### src/rtl/fft_sample_loader.sv
// fft_sample_loader: writer-side front end for top_fft.
// Accepts complex samples over valid/ready and writes them into the FFT input
// sample RAM (port 1). After N_SAMPLES words it pulses fft_start, then blocks
// new input until fft_finish.
// Short frames (in_last early) are zero-filled to N_SAMPLES and flag err_len.
// Optional macro FFT_LOADER_BITREV_EN: when defined, write addresses are the
// bit-reversed sample index (the input order of the in-place DIT core). When
// undefined, addresses follow the natural order.
//
// state | meaning
// ------+-----------------------------------------------------------
// LOAD  | accepting samples; in_ready high
// ZFILL | short frame: writing zeros to the remaining indices
// START | last write has landed; issue the one-cycle fft_start
// WAIT  | FFT running; input blocked until fft_finish
module fft_sample_loader #(
    parameter int N_SAMPLES  = 8,
    parameter int DATA_WIDTH = 16
) (
    input  logic                        clk,
    input  logic                        rst,
    input  logic                        in_valid,
    output logic                        in_ready,
    input  logic [DATA_WIDTH-1:0]       in_re,
    input  logic [DATA_WIDTH-1:0]       in_im,
    input  logic                        in_last,
    output logic                        mem_we,
    output logic [$clog2(N_SAMPLES)-1:0] mem_addr,
    output logic [2*DATA_WIDTH-1:0]     mem_wdata,
    output logic                        fft_start,
    input  logic                        fft_finish,
    output logic                        busy,
    output logic                        err_len
);
    localparam int AW = $clog2(N_SAMPLES);
    localparam logic [AW-1:0] LAST_IDX = AW'(N_SAMPLES - 1);

    typedef enum logic [1:0] {LOAD, ZFILL, START, WAIT} state_t;

    state_t        state;
    state_t        state_nxt;
    logic [AW-1:0] count;
    logic          handshake;

    // Maps the sample index within a frame to its RAM address.
    function automatic logic [AW-1:0] addr_map(input logic [AW-1:0] idx);
        logic [AW-1:0] r;
        r = idx;
`ifdef FFT_LOADER_BITREV_EN
        for (int b = 0; b < AW; b++) begin
            r[b] = idx[AW-1-b];
        end
`endif
        return r;
    endfunction

    // Ready is held low while rst is asserted so nothing is accepted in reset.
    assign in_ready  = (state == LOAD) && !rst;
    assign handshake = in_valid && in_ready;

    // State register.
    always_ff @(posedge clk or posedge rst) begin
        if (rst) begin
            state <= LOAD;
        end else begin
            state <= state_nxt;
        end
    end

    // Next-state logic; the final index ends the frame whatever in_last says.
    always_comb begin
        state_nxt = state;
        case (state)
            LOAD: begin
                if (handshake) begin
                    if (count == LAST_IDX) begin
                        state_nxt = START;
                    end else if (in_last) begin
                        state_nxt = ZFILL;
                    end
                end
            end
            ZFILL: begin
                if (count == LAST_IDX) begin
                    state_nxt = START;
                end
            end
            START:   state_nxt = WAIT;
            WAIT: begin
                if (fft_finish) begin
                    state_nxt = LOAD;
                end
            end
            default: state_nxt = LOAD;
        endcase
    end

    // Registered write port, sample counter, start pulse and status flags.
    always_ff @(posedge clk or posedge rst) begin
        if (rst) begin
            mem_we    <= 1'b0;
            mem_addr  <= '0;
            mem_wdata <= '0;
            fft_start <= 1'b0;
            busy      <= 1'b0;
            err_len   <= 1'b0;
            count     <= '0;
        end else begin
            mem_we    <= 1'b0;
            fft_start <= 1'b0;
            case (state)
                LOAD: begin
                    if (handshake) begin
                        mem_we    <= 1'b1;
                        mem_addr  <= addr_map(count);
                        mem_wdata <= {in_re, in_im};
                        count     <= count + 1'b1;
                        busy      <= 1'b1;
                        // Length error: last flag early, or missing on the final index.
                        if ((count == LAST_IDX) ^ in_last) begin
                            err_len <= 1'b1;
                        end
                    end
                end
                ZFILL: begin
                    mem_we    <= 1'b1;
                    mem_addr  <= addr_map(count);
                    mem_wdata <= '0;
                    count     <= count + 1'b1;
                end
                START: begin
                    fft_start <= 1'b1;
                    count     <= '0;
                end
                WAIT: begin
                    if (fft_finish) begin
                        busy <= 1'b0;
                    end
                end
                default: ;
            endcase
        end
    end
endmodule

### config.mk
export PLATFORM = sky130hd
export DESIGN_NAME = fft_sample_loader
export DESIGN_NICKNAME = d
export VERILOG_FILES = /design/src/rtl/fft_sample_loader.sv
export SDC_FILE = /design/constraint.sdc
export NUM_CORES = 1
export LEC_CHECK = 0
export CORE_UTILIZATION = 50
export CTS_CLUSTER_SIZE = 24
export DETAILED_ROUTE_END_ITERATION = 10
export DONT_BUFFER_PORTS = 1
export GPL_TIMING_DRIVEN = 0
export PLACE_DENSITY = 0.68
export SLEW_MARGIN = 15
export SYNTH_ARGS = -nofsm -noshare
export SYNTH_HDL_FRONTEND = slang
export SYNTH_SLANG_ARGS = --single-unit
### constraint.sdc
create_clock -name clk -period 1.5 [get_ports clk]
set_input_delay 0.3 -clock clk [delete_from_list [all_inputs] [get_ports clk]]
set_output_delay 0.3 -clock clk [all_outputs]
set_load 0.01 [all_outputs]
==> out/summary.txt <==
Tot Pwr - 4.943 mW
flops & latches, synth - 44
CTS tree - built
outcome - finished with violations
Synth Area in XOR/XNOR - 0.004851
Hold EP - mem_wdata[0]$_DFFE_PP0P_
PD cells - 2185 mW/mm^2
cells taking the most area after synthesis - dfrtp_1, a22o_1, ha_1, buf_6, mux2_1
layout cells sized above 1 - 0.3625
Diodes inserted - 0
Via-to-Cell Ratio - 5.850
Core Box Area - 0.003390 mm^2
Final nets - 204
number of synthesized flops with an enable pin - 0
commonest non-fill, non-tap cell in the layout - dfrtp_1
Synth Cell Area - 0.001805 mm^2
synthesized net count - 178
Area growth syn-to-layout - 25.29%
Iter 0 DRT Violations - 57
cell leakage power - 1.093 nW
Global Route Usage Sum - 0.2089
launch point of the worst reg-to-reg path - state[0]$_DFFE_PP0P_
Clock Latency Late Sink - 0.34 ns
Worst-path clk slew - 0.12 ns
io pins - 77
failing checks - setup timing
Finished Layout Cells - 206
initial core utilization - 0.5327
Place WS - -0.2736 ns
CP Capture Type - flip-flop
Final Skew - 0.006395 ns
clock buffer depth - 2
die area - 0.003855 mm^2
critical path class - reg2reg
dpl hpwl - 2506 um
initial antenna violation count - 0
vias in the first global route - 1190
global-route wire length before repair - 5609 um
routed vias - 1205
setup violators final - 37
main combinational cell family by area after synthesis - compound AO/OA/AOI/OAI gates
cts bufs inserted - 5
Max Clock Freq - 574.5 MHz
# H-tree levels - 2
RSZ-0062 raised after global routing - yes
register area share after synthesis - 0.6098
Buffers on Ports - 0
grt total ovfl - 0
Clock Sink Count - 44
min Tclk post-route - 1.741 ns
syn avg cell area - 13.58 um^2
Slew headroom - 0.7550
crit share post-route - 1.160
r2r setup slk - -0.24 ns
post-synthesis mux area share - 0.02495
post-route cell area - 0.002262 mm^2
Max IR drop VDD - 1.180 mV
Max Cap Viol - 0
cells after synthesis - 133
PnR worst setup slack - -0.2407 ns
Critical R2R Capture - mem_wdata[4]$_DFFE_PP0P_
chip height - 62.09 um
Hold Path Origin - in_im[0]
CP required - 1.75 ns
Cell Area, Placed - 0.001923 mm^2
clk root buf - clkbuf_4
Synth Area in Simple Gates - 0.06098
crit path launch type - flip-flop
hold slack - 0.07362 ns
Synth top area share - 0.6098
Final GP Congestion - 0.8065
post-synth cell types - 26
worst min-delay path category - in2reg
prevailing post-synth register cell - dfrtp_1
Placed Cells incl. Taps - 180
path depth of the worst reg2reg path - 8
Detailed Route WL - 3942 um
Worst-Margin Slew - 0.3669 ns
DRC errors left - 0
Adder-Cell Fraction of Synth Area - 0.05544
ys async rst share - 1.000
largest net degree at the start of global routing - 30
Critical Path Fanout Max - 10
FP Rows - 21
Final Slew Violations - 0
Worst EP arrival - 1.99 ns
most frequent cells in the layout - dfrtp_1, a22o_1, buf_4
DR WL/cell - 19.14 um
Routed Antenna Nets - 0
Yosys Warn Count - 0
Synth Area in Compound Gates - 0.1954
worst hold stages - 1
Final Hold Viols - 0
Die X - 62.09 um
1st-pass router iterations - 4
leading area contributor after synthesis - dfrtp_1
[through the flow]
stage / TNS [ns] / util
6_report: -7.355 / 0.6674
5_1_grt: -9.615 / 0.6674
4_1_cts: -6.208 / 0.6349
3_5_place_dp: -8.524 / 0.5674
3_3_place_gp: -15.95 / 0.5615
2_1_floorplan: -3.072 / -
[state kept, by name, summed over array words and instances, names as in the netlist]
name,flops
busy,1
count,3
err_len,1
fft_start,1
mem_addr,3
mem_wdata,32
mem_we,1
state,2
[kinds of logic (layout without fill, tap and decap cells)]
| family | count (synthesis) | count (layout) |
|---|---|---|
| AO/OA/AOI/OAI | 43 | 43 |
| buffers and inverters | 14 | 41 |
| adder cells (fa/ha/maj) | 8 | 8 |
| AND/OR/NAND/NOR | 19 | 19 |
| XOR/XNOR | 1 | 1 |
| flip-flops | 44 | 44 |
| multiplexers | 4 | 4 |
[timing repair]
action / 4_1_cts / 5_1_grt
gates resized for setup: 12 / 19
hold buffers: 1 / 0
setup buffers: 11 / 4
hold endpoints to repair: 15 / 0
gates cloned: 2 / 0
pin swaps: 17 / 11
setup endpoints to repair: 39 / 42
[final cells by class]
class	count	area (um^2)
fill	245	1127
sequential	44	1102
clock buffer	6	41.29
timing repair buffer	19	168.9
tap	46	57.56
inverter	6	27.53
clock inverter	2	35.03
buffer	8	75.07
multi-input combinational	75	754.5
[where the power goes]
group	internal, mW	switching, mW	total (mW)
Combinational	1.20	0.950	2.15
Clock	0.350	0.356	0.705
Sequential	1.61	0.475	2.08
[worst max path at each step]
stage	from	to	slack, ns	depth (start not counted)
final	state[0]$_DFFE_PP0P_	mem_wdata[4]$_DFFE_PP0P_	-0.24	8
after global placement	state[0]$_DFFE_PP0P_	mem_wdata[8]$_DFFE_PP0P_	-0.22	7
after detailed placement	state[0]$_DFFE_PP0P_	mem_wdata[19]$_DFFE_PP0P_	-0.27	7
after floorplan	state[0]$_DFFE_PP0P_	mem_wdata[0]$_DFFE_PP0P_	-0.09	8
after global routing	state[0]$_DFFE_PP0P_	mem_wdata[8]$_DFFE_PP0P_	-0.30	8
after CTS	state[1]$_DFFE_PP0P_	mem_wdata[10]$_DFFE_PP0P_	-0.20	8
[cells in the mapped netlist (2+ instances only)]
cell type and instances:
inv_1 6, nand2b_1 2, nand4_1 2, ha_1 8, a21oi_1 2, nor2_1 3
o21ai_0 3, mux2_1 3, nand2_1 4, a22o_1 33, buf_6 4, dfrtp_1 44
nand3b_1 3, buf_2 4
[worst max-delay path: stages, from the launching register on]
cell,delay (ns)
dfrtp_1,0.42
inv_2,0.13
ha_4,0.16
and3b_2,0.22
nand2_4,0.07
o21a_4,0.13
buf_6,0.14
buf_6,0.13
a22o_1,0.23
[per-layer routing]
metal | share of wire | wire, um | global-route usage | up-vias
met2 | 0.49 | 1935 | 0.3389 | 57
met5 | 0 | 0 | 0 | -
li1 | - | - | - | 541
met3 | 0.069 | 273 | 0.05383 | 8
met4 | 0.020 | 80 | 0.1048 | 0
met1 | 0.42 | 1654 | 0.2584 | 599
Power figures use the tool's default switching activity.
